## config.mk

```make
export PLATFORM = sky130hd
export DESIGN_NAME = mem_stage
export DESIGN_NICKNAME = d
export VERILOG_FILES = /design/src/rtl/mem_stage_pkg.sv /design/src/rtl/load_align.sv /design/src/rtl/mem_stage.sv
export SDC_FILE = /design/constraint.sdc
export NUM_CORES = 1
export LEC_CHECK = 0
export BUFFER_PORTS_ARGS = -buffer_cell sky130_fd_sc_hd__buf_2
export CORE_AREA = 2 2 215 217
export CTS_BUF_LIST = sky130_fd_sc_hd__clkbuf_8
export CTS_CLUSTER_SIZE = 20
export DETAILED_ROUTE_END_ITERATION = 10
export DIE_AREA = 0 0 217 219
export SYNTH_ARGS = -nofsm -noshare
export SYNTH_HDL_FRONTEND = slang
export SYNTH_SLANG_ARGS = --single-unit
```

## constraint.sdc

```tcl
create_clock -name clk -period 23.2 [get_ports clk]
set_input_delay 1.16 -clock clk [delete_from_list [all_inputs] [get_ports clk]]
set_output_delay 1.16 -clock clk [all_outputs]
set_load 0.01 [all_outputs]
```

## src/rtl/mem_stage_pkg.sv

```systemverilog
// Shared definitions for the memory-access stage: FSM state encoding,
// funct3 access codes, the SEXT sign-extension macro and small decode helpers.
// Ports: none (package).

`ifndef SEXT
// Sign-extend the low w bits of v to 64 bits.
`define SEXT(v, w) {{(64-(w)){v[(w)-1]}}, v[(w)-1:0]}
`endif

package mem_stage_pkg;

    typedef enum logic [0:0] {
        MEM_IDLE   = 1'b0,
        MEM_WAIT_R = 1'b1
    } mem_state_e;

    localparam logic [2:0] F3_B  = 3'b000;
    localparam logic [2:0] F3_H  = 3'b001;
    localparam logic [2:0] F3_W  = 3'b010;
    localparam logic [2:0] F3_D  = 3'b011;
    localparam logic [2:0] F3_BU = 3'b100;
    localparam logic [2:0] F3_HU = 3'b101;
    localparam logic [2:0] F3_WU = 3'b110;

    // funct3[1:0] encodes the access size for every code, signed or not;
    // 111 falls onto 11 and therefore behaves as a doubleword.
    function automatic logic [7:0] size_mask(input logic [1:0] sz);
        case (sz)
            2'b00:   size_mask = 8'h01;
            2'b01:   size_mask = 8'h03;
            2'b10:   size_mask = 8'h0F;
            default: size_mask = 8'hFF;
        endcase
    endfunction

    function automatic logic is_misaligned(input logic [1:0] sz, input logic [2:0] off);
        case (sz)
            2'b00:   is_misaligned = 1'b0;
            2'b01:   is_misaligned = off[0];
            2'b10:   is_misaligned = |off[1:0];
            default: is_misaligned = |off;
        endcase
    endfunction

endpackage

```

## src/rtl/load_align.sv

```systemverilog
// Load data aligner: shifts the read doubleword down to the addressed byte
// and sign/zero-extends it according to funct3. Purely combinational.
// Ports: rdata (bus doubleword), off (byte offset), funct3 (size/sign), result.

module load_align
    import mem_stage_pkg::*;
(
    input  logic [63:0] rdata,
    input  logic [2:0]  off,
    input  logic [2:0]  funct3,
    output logic [63:0] result
);

    logic [63:0] shifted;

    always_comb begin
        shifted = rdata >> {off, 3'b000};
        case (funct3)
            F3_B:    result = `SEXT(shifted, 8);
            F3_H:    result = `SEXT(shifted, 16);
            F3_W:    result = `SEXT(shifted, 32);
            F3_BU:   result = {56'b0, shifted[7:0]};
            F3_HU:   result = {48'b0, shifted[15:0]};
            F3_WU:   result = {32'b0, shifted[31:0]};
            default: result = shifted;   // LD and the unused 111 code
        endcase
    end

endmodule

```

## src/rtl/mem_stage.sv

```systemverilog
// Memory-access pipeline stage between execute and write-back.
// Latency: ALU/misaligned 1 cycle, store 1 + grant wait, load >= 2 cycles.
// Backpressure: stall_o holds execute while a bus request or load response is pending.
// Ports: clk/rst; execute-side valid_i, aluout_i, load_i, store_i, funct3_i,
// sdata_i, wen_i, rd_i, pc_i, exit_i, stall_o; bus mem_req_o, mem_we_o,
// mem_addr_o, mem_wstrb_o, mem_wdata_o, mem_gnt_i, mem_rvalid_i, mem_rdata_i;
// write-back wb_valid_o, wb_wen_o, wb_rd_o, wb_data_o, wb_pc_o, wb_exit_o, misalign_o.

module mem_stage
    import mem_stage_pkg::*;
(
    input  logic        clk,
    input  logic        rst,
    input  logic        valid_i,
    input  logic [63:0] aluout_i,
    input  logic        load_i,
    input  logic        store_i,
    input  logic [2:0]  funct3_i,
    input  logic [63:0] sdata_i,
    input  logic        wen_i,
    input  logic [4:0]  rd_i,
    input  logic [63:0] pc_i,
    input  logic        exit_i,
    output logic        stall_o,
    output logic        mem_req_o,
    output logic        mem_we_o,
    output logic [63:0] mem_addr_o,
    output logic [7:0]  mem_wstrb_o,
    output logic [63:0] mem_wdata_o,
    input  logic        mem_gnt_i,
    input  logic        mem_rvalid_i,
    input  logic [63:0] mem_rdata_i,
    output logic        wb_valid_o,
    output logic        wb_wen_o,
    output logic [4:0]  wb_rd_o,
    output logic [63:0] wb_data_o,
    output logic [63:0] wb_pc_o,
    output logic        wb_exit_o,
    output logic        misalign_o
);

    mem_state_e  state_q, state_d;

    // Load context captured at grant, used when the response returns.
    logic [2:0]  off_q, off_d;
    logic [2:0]  f3_q, f3_d;
    logic [4:0]  rd_q, rd_d;
    logic        wen_q, wen_d;
    logic [63:0] pc_q, pc_d;
    logic        exit_q, exit_d;

    logic        wb_valid_q, wb_valid_d;
    logic        wb_wen_q, wb_wen_d;
    logic [4:0]  wb_rd_q, wb_rd_d;
    logic [63:0] wb_data_q, wb_data_d;
    logic [63:0] wb_pc_q, wb_pc_d;
    logic        wb_exit_q, wb_exit_d;
    logic        misalign_q, misalign_d;

    logic [2:0]  off;
    logic        is_mem, mis, mem_go, load_grant;
    logic        req, we, done_idle, done_wait, stall;
    logic [7:0]  wstrb;
    logic [63:0] wdata, load_data;

    assign off    = aluout_i[2:0];
    assign is_mem = load_i | store_i;
    assign mis    = valid_i & is_mem & is_misaligned(funct3_i[1:0], off);
    assign mem_go = valid_i & is_mem & ~mis;

    load_align u_load_align (
        .rdata  (mem_rdata_i),
        .off    (off_q),
        .funct3 (f3_q),
        .result (load_data)
    );

    // State register
    always_ff @(posedge clk or posedge rst) begin
        if (rst) state_q <= MEM_IDLE;
        else     state_q <= state_d;
    end

    // Next-state logic
    always_comb begin
        state_d = state_q;
        case (state_q)
            MEM_IDLE:   if (mem_go && load_i && mem_gnt_i) state_d = MEM_WAIT_R;
            MEM_WAIT_R: if (mem_rvalid_i)                  state_d = MEM_IDLE;
            default:    state_d = MEM_IDLE;
        endcase
    end

    // Output / completion logic
    always_comb begin
        req        = 1'b0;
        we         = 1'b0;
        wstrb      = 8'h00;
        wdata      = 64'h0;
        stall      = 1'b0;
        done_idle  = 1'b0;
        done_wait  = 1'b0;
        load_grant = 1'b0;
        case (state_q)
            MEM_IDLE: begin
                req        = mem_go;
                we         = mem_go & store_i;
                if (mem_go && store_i) begin
                    wstrb = size_mask(funct3_i[1:0]) << off;
                    wdata = sdata_i << {off, 3'b000};
                end
                // A granted store finishes now; a granted load still has to wait.
                stall      = mem_go & ~(store_i & mem_gnt_i);
                load_grant = mem_go & load_i & mem_gnt_i;
                done_idle  = (valid_i & ~is_mem) | mis | (mem_go & store_i & mem_gnt_i);
            end
            MEM_WAIT_R: begin
                stall     = ~mem_rvalid_i;
                done_wait = mem_rvalid_i;
            end
            default: ;
        endcase
    end

    assign stall_o     = stall;
    assign mem_req_o   = req & ~rst;
    assign mem_we_o    = we & ~rst;
    assign mem_addr_o  = rst ? 64'h0 : {aluout_i[63:3], 3'b000};
    assign mem_wstrb_o = rst ? 8'h00 : wstrb;
    assign mem_wdata_o = rst ? 64'h0 : wdata;

    // Datapath next-state: load context and write-back registers
    always_comb begin
        off_d      = off_q;
        f3_d       = f3_q;
        rd_d       = rd_q;
        wen_d      = wen_q;
        pc_d       = pc_q;
        exit_d     = exit_q;
        wb_valid_d = done_idle | done_wait;
        wb_wen_d   = wb_wen_q;
        wb_rd_d    = wb_rd_q;
        wb_data_d  = wb_data_q;
        wb_pc_d    = wb_pc_q;
        wb_exit_d  = wb_exit_q;
        misalign_d = done_idle & mis;
        if (load_grant) begin
            off_d  = off;
            f3_d   = funct3_i;
            rd_d   = rd_i;
            wen_d  = wen_i;
            pc_d   = pc_i;
            exit_d = exit_i;
        end
        if (done_idle) begin
            wb_wen_d  = wen_i & ~mis;
            wb_rd_d   = rd_i;
            wb_data_d = aluout_i;
            wb_pc_d   = pc_i;
            wb_exit_d = exit_i;
        end else if (done_wait) begin
            wb_wen_d  = wen_q;
            wb_rd_d   = rd_q;
            wb_data_d = load_data;
            wb_pc_d   = pc_q;
            wb_exit_d = exit_q;
        end
    end

    always_ff @(posedge clk or posedge rst) begin
        if (rst) begin
            off_q      <= 3'b0;
            f3_q       <= 3'b0;
            rd_q       <= 5'b0;
            wen_q      <= 1'b0;
            pc_q       <= 64'h0;
            exit_q     <= 1'b0;
            wb_valid_q <= 1'b0;
            wb_wen_q   <= 1'b0;
            wb_rd_q    <= 5'b0;
            wb_data_q  <= 64'h0;
            wb_pc_q    <= 64'h0;
            wb_exit_q  <= 1'b0;
            misalign_q <= 1'b0;
        end else begin
            off_q      <= off_d;
            f3_q       <= f3_d;
            rd_q       <= rd_d;
            wen_q      <= wen_d;
            pc_q       <= pc_d;
            exit_q     <= exit_d;
            wb_valid_q <= wb_valid_d;
            wb_wen_q   <= wb_wen_d;
            wb_rd_q    <= wb_rd_d;
            wb_data_q  <= wb_data_d;
            wb_pc_q    <= wb_pc_d;
            wb_exit_q  <= wb_exit_d;
            misalign_q <= misalign_d;
        end
    end

    assign wb_valid_o = wb_valid_q;
    assign wb_wen_o   = wb_wen_q;
    assign wb_rd_o    = wb_rd_q;
    assign wb_data_o  = wb_data_q;
    assign wb_pc_o    = wb_pc_q;
    assign wb_exit_o  = wb_exit_q;
    assign misalign_o = misalign_q;

endmodule

```

# Word-level counts from Yosys, hierarchy flattened
# Cells that the tools add are included.
op_classes:
  n_reduce_logical: 8
  mux: 31
  bitwise_logic: 24
  shift: 3
  eq_ne: 7
op_table:
  columns: ["operator", "count"]
  rows:
  - ["$mux W64", 8]
  - ["$pmux W64 S6", 1]
  - ["$shl A64 B6 Y64", 1]
  - ["$shr A64 B6 Y64", 1]
  - ["$mux W8", 5]
  - ["$pmux W8 S3", 1]
  - ["$and A1 B1 Y1", 14]
  - ["$mux W1", 11]
  - ["$mux W5", 2]
  - ["$eq A3 B3 Y1 const B", 3]
  - ["$shl A8 B3 Y8", 1]
  - ["$not A1 Y1", 6]
  - ["$or A1 B1 Y1", 4]
  - ["$pmux W1 S2", 2]
  - ["$eq A3 B1 Y1 const B", 1]
  - ["$eq A3 B2 Y1 const B", 1]
  - ["$logic_and A1 B1 Y1", 3]
  - ["$logic_not A3 Y1", 1]
  - ["$pmux W1 S3", 1]
  - ["$reduce_or A3 Y1", 1]
  - ["$eq A2 B1 Y1 const B", 1]
  - ["$eq A2 B2 Y1 const B", 1]
  - ["$logic_not A2 Y1", 1]
  - ["$reduce_bool A2 Y1", 1]
  - ["$reduce_or A2 Y1", 1]
word_totals:
  inputBits: 273
  out_inout_bits: 276
  elab_cells: 87
  reg_bits: 215

# Longest topological paths before layout
logic_depth:
  word_depth: 12
  ltp_mapped: 9
  mapped_depth_nobuf: 6

# By module
# A second synthesis with hierarchy kept.
hier_totals:
  cells_unflattened: 1292
  hier_area_um2: 14726.6
modules_own_cells:
  columns: ["module", "cells_each", "seq_area_each_um2", "n_inst", "area_per_inst_um2"]
  rows:
  - ["mem_stage", 999, 5380.2, 1, 12388.1]
  - ["load_align", 293, 0.0, 1, 2338.5]

# Worst setup path before layout
# OpenSTA, ideal clock, no wires.
synth_timing:
  path_kind: "input port to output port"
  from: "input rst"
  to: "output mem_wdata_o[10]"
  path_slack_ns: 13.944
  n_path_buf: 2
  cell_stages: 6
  t_arrival_ns: 8.096
  t_required_ns: 22.040
  cell_sequence: "clkbuf_1 inv_1 nand4_1 or3_1 clkbuf_1 nor2_1"
synth_via:
  elab_chain_len: 1
synth_rtl:
  columns: ["item", "line_no", "text"]
  rows:
  - ["from (decl)", "mem_stage.sv:13", "input logic rst,"]
  - ["$mux W64", "mem_stage.sv:130", "assign mem_wdata_o = rst ? 64'h0 : wdata;"]
  - ["to (decl)", "mem_stage.sv:29", "output logic [63:0] mem_wdata_o,"]
# Every way passes these cells.

# Worst setup path in the final report
layout_timing:
  from: "input aluout_i[1]"
  to: "output mem_wdata_o[16]"
layout_via:
  elab_chain_len: 9
  elab_cells_between_ends: 11
  cone_classes: "1 x shift; 4 x mux; 3 x bitwise; 3 x reduce/logical"
layout_rtl:
  columns: ["item", "line_no", "text"]
  rows:
  - ["from (decl)", "mem_stage.sv:15", "input logic [63:0] aluout_i,"]
  - ["$reduce_or A3 Y1 or $reduce_or A2 Y1 (tied branches)", "mem_stage_pkg.sv:41, mem_stage_pkg.sv:40", null]
  - ["$pmux W1 S3", "mem_stage_pkg.sv:37", "case (sz)"]
  - ["$and A1 B1 Y1", "mem_stage.sv:68", "assign mis = valid_i & is_mem & is_misaligned(funct3_i[1:0], off);"]
  - ["$not A1 Y1", "mem_stage.sv:69", "assign mem_go = valid_i & is_mem & ~mis;"]
  - ["$and A1 B1 Y1", "mem_stage.sv:69", null]
  - ["$logic_and A1 B1 Y1", "mem_stage.sv:108", "if (mem_go && store_i) begin"]
  - ["$mux W64 *", "mem_stage.sv:108", null]
  - ["$mux W64 *", "mem_stage.sv:104", "case (state_q)"]
  - ["$mux W64 *", "mem_stage.sv:130", null]
# Mark *: on every way between the ends. The rest lies on a longest branch, timed or not.

==> flow_summary_export.csv <==
group,metric,value,unit
setup_path,ff2ff_setup_slack,20080,ps
sta,setup_viol,0,
hold_path,min_to,"wb_pc_o[46]$_DFFE_PP0P_",
hold_path,hold_class,"flop to flop",
global_routing,grt.overflow.total,0,
power,pwr-share-comb,0.345,
sta,worst_slew_pin_slew,1180,ps
die,die_x,217,um
power,p_leak,8.58,nW
sta,maxSlewViolCount,0,
clock_tree,cts_hold_buf,0,
synthesis,synthesis.area,0.0133,mm2
layout,fin_util,0.382,
outcome,status,"finished clean",
hold_path,hold_path_depth,2,
sta,slew_headroom,0.213,
synthesis,synth_enable_flop_cells,0,
power,switching_share,0.372,
global_routing,antenna_found_initial,9,
global_routing,grt_pass1_vias,13000,
die,start_util,0.295,
hold_path,hold_start,"wb_pc_o[46]$_DFFE_PP0P_",
clock_tree,cts_root_buf,"clkbuf_8",
run,maxCapViolations,0,
setup_path,r2r-end,"wb_data_o[22]$_DFFE_PP0P_",
detailed_routing,drt_first_pass_iters,5,
setup_path,startpoint_type,"primary input",
synthesis,ys_warn_count,0,
sta,whs,464,ps
setup_path,slowest_stage,"nor2_1",
sta,final-hold-violation-count,0,
detailed_routing,routed_wl,55100,um
power,p_int,0.840,mW
sta,fin_crit_sh,0.234,
setup_path,critPathKind,"primary input to primary output",
synthesis,synthCells,1414,
sta,setup_tns,0,ps
die,die-area,0.0475,mm2
detailed_routing,drtIter0Drc,874,
setup_path,cp_max_fo,62,
sta,rsz0062_at_grt,"no",
synthesis,ys.flop_type,"dfrtp_1",
detailed_routing,vias,13400,
power,p_seq_frac,0.383,
placement,place_hpwl,40600,um
synthesis,avgSynthCellArea,9.42,um2
synthesis,async_flop_share,1.00,
layout,nFillCells,4673,
clock_tree,clkSlewWorstSetupHoldPaths,50,ps
setup_path,arrival,4260,ps
synthesis,synth_seq_cells,215,
placement,io_buffers,545,
clock_tree,clockBufferDepth,3,
global_routing,grtUsageTotal,0.221,
global_routing,grt_max_degree,92,
clock_tree,post-cts-setup-buffer-count,0,
setup_path,slowest_delay,850,ps
clock_tree,htree_levels,2,
synthesis,seq_area_frac_synth,0.404,
layout,multiInputGateArea,0.00736,mm2
setup_path,cp-end-kind,"primary output",
setup_path,crit_start,"aluout_i[1]",
detailed_routing,vias_per_cell,5.30,
die,io_pins,549,
setup_path,reg2regPathDepth,6,
clock_tree,tritoncts,"yes",
clock_tree,clock_latency,570,ps
clock_tree,cts_resized,0,
setup_path,cp_cell_sequence,"buf_2, buf_4, nor2_2, a21o_1, nand4_1, buf_4, nor2_1, and2_1, buf_2",
setup_path,cp_top_family,"simple AND/OR/NAND/NOR gates",
detailed_routing,ant_nets,0,
power,clkPwrFrac,0.272,
clock_tree,numCtsBuffers,40,
die,core,0.0451,mm2
clock_tree,cts.sinks,215,
sta,finClkSkew,26.7,ps
layout,synthToLayoutAreaGrowth,29.2,%
layout,finish.net_count,2164,
die,rows,78,
setup_path,r2r-start,"off_q[0]$_DFFE_PP0P_",
power,vdd.ir_drop.worst,43.6,uV
sta,post-route-min-period,5420,ps
global_routing,grt_pass1_wl,81000,um
setup_path,path_buf_inv,4,
placement,pre_cts_slack,17840,ps
layout,drive_gt1_frac,0.394,
placement,routabilityCongestion,0.934,
detailed_routing,drc,0,
sta,clock.fmax,184,MHz
synthesis,synthDistinctLibCells,61,
setup_path,cp_data_required_time,22040,ps
die,chipHeight,219,um
sta,worst_slack,17780,ps
power,power_density,77.7,mW/mm2
detailed_routing,wl_per_cell,21.8,um
layout,seq_area,0.00538,mm2
power,net-switching-power,0.498,mW
[cell usage after synthesis (20+ instances only)]
cell        n  area share
dfrtp_1   215        0.40
nor2_1     97       0.027
a22oi_1   102       0.057
a21oi_1    67       0.025
buf_2      45       0.017
o21ai_0    26      0.0098
a211oi_1   44       0.025
mux2i_1   124       0.093
a221oi_1   20       0.013
clkbuf_1   64       0.018
nand2_1   238       0.067
mux2_2     96       0.081
nor2b_1    73       0.034
[cells in the final DEF (no fill, tap or decap), types with 44 or more instances in the layout]
cell type / Yosys / layout
nand2_1: 238 / 238
a21oi_1: 67 / 67
mux2_2: 96 / 96
a211oi_1: 44 / 44
clkbuf_8: 0 / 49
buf_2: 45 / 545
nor2_1: 97 / 97
dfrtp_1: 215 / 214
nor2b_1: 73 / 73
mux2i_1: 124 / 124
a22oi_1: 102 / 102
[worst min-delay path, stage by stage, from the launching register on]
cell	delay, ps
dfrtp_1	330
nand2_1	50
nand2_1	50
[sequential cells by signal (all words and copies together), names as in the netlist]
register    count
wb_wen_o        1
wen_q           1
f3_q            3
rd_q            5
pc_q           64
off_q           3
exit_q          1
misalign_o      1
wb_data_o      64
wb_exit_o       1
wb_pc_o        64
wb_valid_o      1
state_q         1
wb_rd_o         5
[metal layers]
layer	vias up	wire, um	track usage
met1	6649	21600	0.264
li1	6059	-	-
met3	105	3800	0.0518
met4	8	1770	0.0801
met2	537	27900	0.388
met5	-	50	0
[per-stage QoR]
stage	area (um2)	cells	total power, mW
after floorplan	13300	1416	0.790
after global placement	16400	2449	0.969
after detailed placement	16400	2449	0.980
after CTS	17200	2517	1.35
after global routing	17200	2520	1.42
final	17200	2522	1.34
[cell families after synthesis]
logic type	share of synthesized area
AO/OA/AOI/OAI	0.183
buffers and inverters	0.0465
flip-flops	0.404
multiplexers	0.204
other	0.000282
AND/OR/NAND/NOR	0.162
[power by group through the flow]
stage	logic [mW]	clock network [mW]	registers, mW
after floorplan	0.261	0	0.529
after CTS	0.465	0.379	0.512
after global placement	0.457	0	0.512
after global routing	0.501	0.393	0.522
final	0.461	0.363	0.512
after detailed placement	0.464	0	0.517
[how the worst max path moves through the flow]
| stage | to | slack [ps] | depth (start not counted) |
|---|---|---|---|
| 5_1_grt | mem_wdata_o[1] | 17520 | 9 |
| 4_1_cts | mem_wdata_o[16] | 17810 | 9 |
| 2_1_floorplan | mem_wdata_o[10] | 13940 | 6 |
| 6_report | mem_wdata_o[16] | 17780 | 9 |
| 3_5_place_dp | mem_wdata_o[16] | 17840 | 9 |
| 3_3_place_gp | mem_wdata_o[0] | 17970 | 9 |
[layout make-up]
cell class	count	area share
multi-input combinational	1062	0.428
sequential	215	0.313
timing repair buffer	563	0.166
tap	600	0.0436
clock buffer	49	0.0392
clock inverter	19	0.00676
inverter	9	0.00240
antenna	5	0.000727
No activity file was read; power rests on OpenSTA's default activity.
